`src/rtl/seg_word_sequencer.sv`:
```
// rtl/seg_word_sequencer.sv - plays a buffered word on one seven-segment digit
module seg_word_sequencer #(
  parameter  int MAX_LEN    = 8,
  parameter  int DWELL_W    = 24,
  parameter  int GAP_CYCLES = 0,
  localparam int IW         = $clog2(MAX_LEN)
) (
  input  logic               clk,
  input  logic               rst_n,
  input  logic               wr_en,
  input  logic [IW-1:0]      wr_addr,
  input  logic [4:0]         wr_char,
  input  logic [IW:0]        len,
  input  logic [DWELL_W-1:0] dwell,
  input  logic               loop,
  input  logic               start,
  input  logic               stop,
  output logic               busy,
  output logic               done,
  output logic [IW-1:0]      char_idx,
  output logic               a,
  output logic               b,
  output logic               c,
  output logic               d,
  output logic               e,
  output logic               f,
  output logic               g
);

  localparam logic [1:0] IDLE = 2'd0;
  localparam logic [1:0] SHOW = 2'd1;
  localparam logic [1:0] GAP  = 2'd2;

  // Gap counter only needs to hold GAP_CYCLES-1; keep at least one bit.
  localparam int GW = (GAP_CYCLES > 1) ? $clog2(GAP_CYCLES) : 1;
  localparam logic [GW-1:0] GAP_RELOAD = (GAP_CYCLES > 0) ? GW'(GAP_CYCLES - 1) : '0;
  localparam logic [IW:0]   LEN_MAX    = (IW + 1)'(MAX_LEN);
  localparam logic [6:0]    SEG_BLANK  = 7'b1111111;

  logic [4:0]         buf_q [MAX_LEN];
  logic [1:0]         state, state_n;
  logic [IW-1:0]      idx, idx_n;
  logic [DWELL_W-1:0] cnt, cnt_n;
  logic [GW-1:0]      gcnt, gcnt_n;
  logic [IW:0]        len_q, len_n;
  logic [DWELL_W-1:0] dwell_q, dwell_n;
  logic               loop_q, loop_n;
  logic               done_n;
  logic               adv;
  logic               len_ok;
  logic [6:0]         seg;

  // Active-low pattern, bit 6 = a ... bit 0 = g.
  function automatic logic [6:0] seg_decode(input logic [4:0] code);
    case (code)
      5'd0:    seg_decode = 7'b0000001;
      5'd1:    seg_decode = 7'b1001111;
      5'd2:    seg_decode = 7'b0010010;
      5'd3:    seg_decode = 7'b0000110;
      5'd4:    seg_decode = 7'b1001100;
      5'd5:    seg_decode = 7'b0100100;
      5'd6:    seg_decode = 7'b0100000;
      5'd7:    seg_decode = 7'b0001111;
      5'd8:    seg_decode = 7'b0000000;
      5'd9:    seg_decode = 7'b0000100;
      5'd10:   seg_decode = 7'b0001000;
      5'd11:   seg_decode = 7'b1100000;
      5'd12:   seg_decode = 7'b0110001;
      5'd13:   seg_decode = 7'b1000010;
      5'd14:   seg_decode = 7'b0110000;
      5'd15:   seg_decode = 7'b0111000;
      5'd17:   seg_decode = 7'b1001000;
      5'd18:   seg_decode = 7'b1110001;
      5'd19:   seg_decode = 7'b0011000;
      5'd20:   seg_decode = 7'b1000001;
      5'd21:   seg_decode = 7'b1111110;
      5'd22:   seg_decode = 7'b0100100;
      5'd23:   seg_decode = 7'b1100010;
      5'd24:   seg_decode = 7'b1111010;
      5'd25:   seg_decode = 7'b1101010;
      default: seg_decode = SEG_BLANK;
    endcase
  endfunction

  assign len_ok = (len != '0) && (len <= LEN_MAX);

  // Next-state: stop wins, then start/dwell/gap sequencing and word advance.
  always_comb begin
    state_n = state;
    idx_n   = idx;
    cnt_n   = cnt;
    gcnt_n  = gcnt;
    len_n   = len_q;
    dwell_n = dwell_q;
    loop_n  = loop_q;
    done_n  = 1'b0;
    adv     = 1'b0;
    if (stop) begin
      state_n = IDLE;
      idx_n   = '0;
    end else begin
      case (state)
        IDLE: begin
          if (start && len_ok) begin
            state_n = SHOW;
            len_n   = len;
            dwell_n = (dwell == '0) ? DWELL_W'(1) : dwell;
            loop_n  = loop;
            idx_n   = '0;
            cnt_n   = dwell_n - DWELL_W'(1);
          end
        end
        SHOW: begin
          if (cnt == '0) begin
            if (GAP_CYCLES > 0) begin
              state_n = GAP;
              gcnt_n  = GAP_RELOAD;
            end else begin
              adv = 1'b1;
            end
          end else begin
            cnt_n = cnt - DWELL_W'(1);
          end
        end
        GAP: begin
          if (gcnt == '0) adv = 1'b1;
          else            gcnt_n = gcnt - GW'(1);
        end
        default: state_n = IDLE;
      endcase
      if (adv) begin
        if (({1'b0, idx} + (IW + 1)'(1)) < len_q) begin
          idx_n   = idx + IW'(1);
          cnt_n   = dwell_q - DWELL_W'(1);
          state_n = SHOW;
        end else if (loop_q) begin
          idx_n   = '0;
          cnt_n   = dwell_q - DWELL_W'(1);
          state_n = SHOW;
        end else begin
          idx_n   = '0;
          state_n = IDLE;
          done_n  = 1'b1;
        end
      end
    end
  end

  // Sequencer registers; segments follow the character that will be shown next cycle.
  always_ff @(posedge clk or negedge rst_n) begin
    if (!rst_n) begin
      state   <= IDLE;
      idx     <= '0;
      cnt     <= '0;
      gcnt    <= '0;
      len_q   <= '0;
      dwell_q <= '0;
      loop_q  <= 1'b0;
      done    <= 1'b0;
      seg     <= SEG_BLANK;
    end else begin
      state   <= state_n;
      idx     <= idx_n;
      cnt     <= cnt_n;
      gcnt    <= gcnt_n;
      len_q   <= len_n;
      dwell_q <= dwell_n;
      loop_q  <= loop_n;
      done    <= done_n;
      seg     <= (state_n == SHOW) ? seg_decode(buf_q[idx_n]) : SEG_BLANK;
    end
  end

  // Character buffer: writable only while idle, cleared to blank on reset.
  always_ff @(posedge clk or negedge rst_n) begin
    if (!rst_n) begin
      for (int i = 0; i < MAX_LEN; i++) buf_q[i] <= 5'd16;
    end else if (wr_en && (state == IDLE) && ({1'b0, wr_addr} < LEN_MAX)) begin
      buf_q[wr_addr] <= wr_char;
    end
  end

  assign busy     = (state != IDLE);
  assign char_idx = idx;
  assign {a, b, c, d, e, f, g} = seg;

endmodule

```
`config.mk`:
```
export PLATFORM = sky130hd
export DESIGN_NAME = seg_word_sequencer
export DESIGN_NICKNAME = d
export VERILOG_FILES = /design/src/rtl/seg_word_sequencer.sv
export SDC_FILE = /design/constraint.sdc
export NUM_CORES = 1
export LEC_CHECK = 0
export CORE_MARGIN = 2
export CORE_UTILIZATION = 65
export DETAILED_ROUTE_END_ITERATION = 8
export GPL_ROUTABILITY_DRIVEN = 0
export PLACE_DENSITY = 0.87
export SYNTH_ARGS = -nofsm -noshare
export SYNTH_HDL_FRONTEND = slang
export SYNTH_SLANG_ARGS = --single-unit
export TNS_END_PERCENT = 100
```
`constraint.sdc`:
```
create_clock -name clk -period 11.75 [get_ports clk]
set_clock_uncertainty 0.1 [all_clocks]
set_input_delay 1.7625 -clock clk [delete_from_list [all_inputs] [get_ports clk]]
set_output_delay 1.7625 -clock clk [all_outputs]
set_load 0.005 [all_outputs]
```
==> metrics <==
Final Setup Violations 0; worst setup path category in -> reg; fin util 73.2%; number of global-route vias before repair between 6000 and 7000; worst skew pair latency ~0.37 ns; Sink Count 106; worst endpoint data arrival time 6.59 ns; DRC errors left 0; Reg2Reg Setup Slack 6.14 ns; Post-Syn Instances 812; capturing point of the worst reg2reg path seg[2]$_DFF_PN1_; pin count of the biggest net entering global routing 63; hold path depth 1; Post-Layout Cell Count 991; Worst R2R Path Depth 14; placed insts 975; Max-cap violations 0; #FFs+latches synth 106; fillcell total 818; Routed WL 19.9 mm; syn_nets 874; crit end category flop; IO Port Bufs 53; Core Rows 39; Cell Chain, Critical Path clkdlybuf4s50_1 > or4_1 > and3_1 > buf_4 > a21oi_1 > nand4_2 > and3_1 > inv_2 > a211o_1 > a41oi_2 > nor3_1 > inv_1 > ha_1 > mux2_4 > o221ai_1 > o211ai_1; initial antenna violation count 0; Antenna Nets Post-Route 0; Root Driver clkbuf_16; Post-synth EDFFs 0; commonest non-fill, non-tap cell in the layout dfrtp_1; leading area contributor after synthesis dfrtp_1; worst slew pin tran 1.06 ns; Mean Syn Cell Area around 9 um^2; Cell Area, Synth 7420 um^2; Most common cell on crit path and3_1; f_max 156 MHz; Area after DPL between 7000 and 8000 um^2; P&R area growth vs syn 11.2%; Setup Fix Bufs, Post-CTS 0; maximum vdd drop 0.000155 V; fin crit period 6.41 ns; Final Hold Viols 0; period utilization roughly 55%; hold endpoint buf_q[21]$_DFFE_PN0P_; Vias/cell around 6.8; Leak Pwr between 0.003 and 0.004 uW; DRT Pass-1 Iters 6; pre-CTS setup slack 5.10 ns; FF-to-FF Start cnt[10]$_DFFE_PN0N_; Avg WL per Cell between 20 and 25 um; Placeable Area 11300 um^2; Crit-path slowest cell nor3_1; IO Pins 54; Final WS setup between 5 and 6 ns; run status completed; Crit path required time 11.93 ns; CTS tree yes; CTS buffer count 9; fin nets 905; Worst-path clk slew 0.07 ns; most frequent cells in the layout dfrtp_1, nand2_1, nor2_1; cts repair resizes 0; Detailed Place HPWL about 14 mm; crit path launch type input port; first-pass GRT wire length 32.6 mm; post-synthesis cell type count 85; H-tree levels 3; # hold bufs at CTS 0; Seq. cell area 2670 um^2; post-route cell area 8250 um^2; Ys Warns 0; share of cells above drive strength 1 between 15 and 20%; Initial Utilization 65.8%; DR vias 6745; total die area between 10000 and 15000 um^2; Cell Pwr Density 148 nW/um^2; share of the synthesized area in the top cell type 30.7%; Synth area leaders dfrtp_1, mux2_2, dfstp_2, nand2_1, ha_1; number of DRC markers in iteration 0 585; Setup TNS 0 ns; worst-case clock buffer depth 2; Overflow after GRT 0; Most used DFF post-synth dfrtp_1; fin. max-slew vios 0; footprint of the multi-input gates approximately 4400 um^2; post-synthesis async set-or-reset flop share 100%; Seq/Total Area, Yosys 36.0%; die width 111 um; Min-Delay Path Class reg -> reg; crit-path max FO 48; antenna cells 0; gr usage total 32.6%; min-delay src buf_q[21]$_DFFE_PN0P_; Slew headroom 28.7%; Critical Path Max Stage Delay about 0.65 ns; RSZ-0062 raised after global routing no; Die H 111 um
## stage by stage
stage / hold slack (ns) / power [uW]
global route: 0.446 / 1280
detailed placement: 0.399 / 923
finish: 0.427 / 1220
floorplan: 0.375 / 801
global placement: 0.392 / 898
CTS: 0.423 / 1220
## layer usage
| metal | track usage, % | up-vias | routed length [um] |
|---|---|---|---|
| met5 | 0 | - | 0 |
| li1 | - | 3075 | - |
| met1 | 38.1 | 3218 | 7580 |
| met2 | 54.9 | 358 | 9900 |
| met4 | 19.0 | 0 | 1060 |
| met3 | 7.76 | 94 | 1400 |
## synth_stat cells (15+ instances only)
cell type,number
xor2_1,24
nor2_1,65
inv_1,23
nand3_1,25
mux2_2,62
nor3_1,35
dfstp_2,15
ha_1,20
dfrtp_1,91
clkbuf_1,29
nand2_1,73
a21oi_1,40
xnor2_1,27
o21ai_0,44
o211ai_1,27
or3_1,17
## power by group
group	switching [uW]	internal [uW]	total, uW
Clock	146	147	293
Sequential	89.6	460	550
Combinational	196	184	380
Total	432	790	1220
## cell type report
cell class	instances	share of cell area, %
multi-input cells	640	53.9
flip-flops and latches	106	32.4
repair buffers	59	6.94
clock buffers	10	2.77
well taps	143	2.17
inverters	27	1.23
clock inverters	6	0.621
## registers in the layout (all words and copies together) (netlist names)
register	flops
state	2
buf_q	40
cnt	24
char_idx	3
dwell_q	24
len_q	4
loop_q	1
seg	7
done	1
## logic make-up after synthesis
kind of cell / share of synthesized area [%]
AND/OR/NAND/NOR: 19.0
AO/OA/AOI/OAI: 21.0
flip-flops: 36.0
multiplexers: 10.5
buffers and inverters: 4.08
XOR/XNOR: 6.02
adder cells (fa/ha/maj): 3.37
## how the worst max path moves through the flow
stage                start               end  slack [ns]  cells past startpoint
detailed placement  len[1]  seg[2]$_DFF_PN1_        5.10                     16
floorplan           len[1]  seg[2]$_DFF_PN1_        6.57                     15
finish              len[1]  seg[2]$_DFF_PN1_        5.34                     16
CTS                 len[1]  seg[2]$_DFF_PN1_        5.43                     16
global placement    len[1]  seg[2]$_DFF_PN1_        5.36                     15
global route        len[1]  seg[2]$_DFF_PN1_        5.03                     16
## critical path: cells and delay by family
family	cells	cell delay, ns
and+or+nand+nor	5	1.83
buffers and inverters	4	1.30
AOI/OAI and AO/OA	5	1.02
adders and majority gates	1	0.38
muxes	1	0.28
Power figures use the tool's default switching activity.
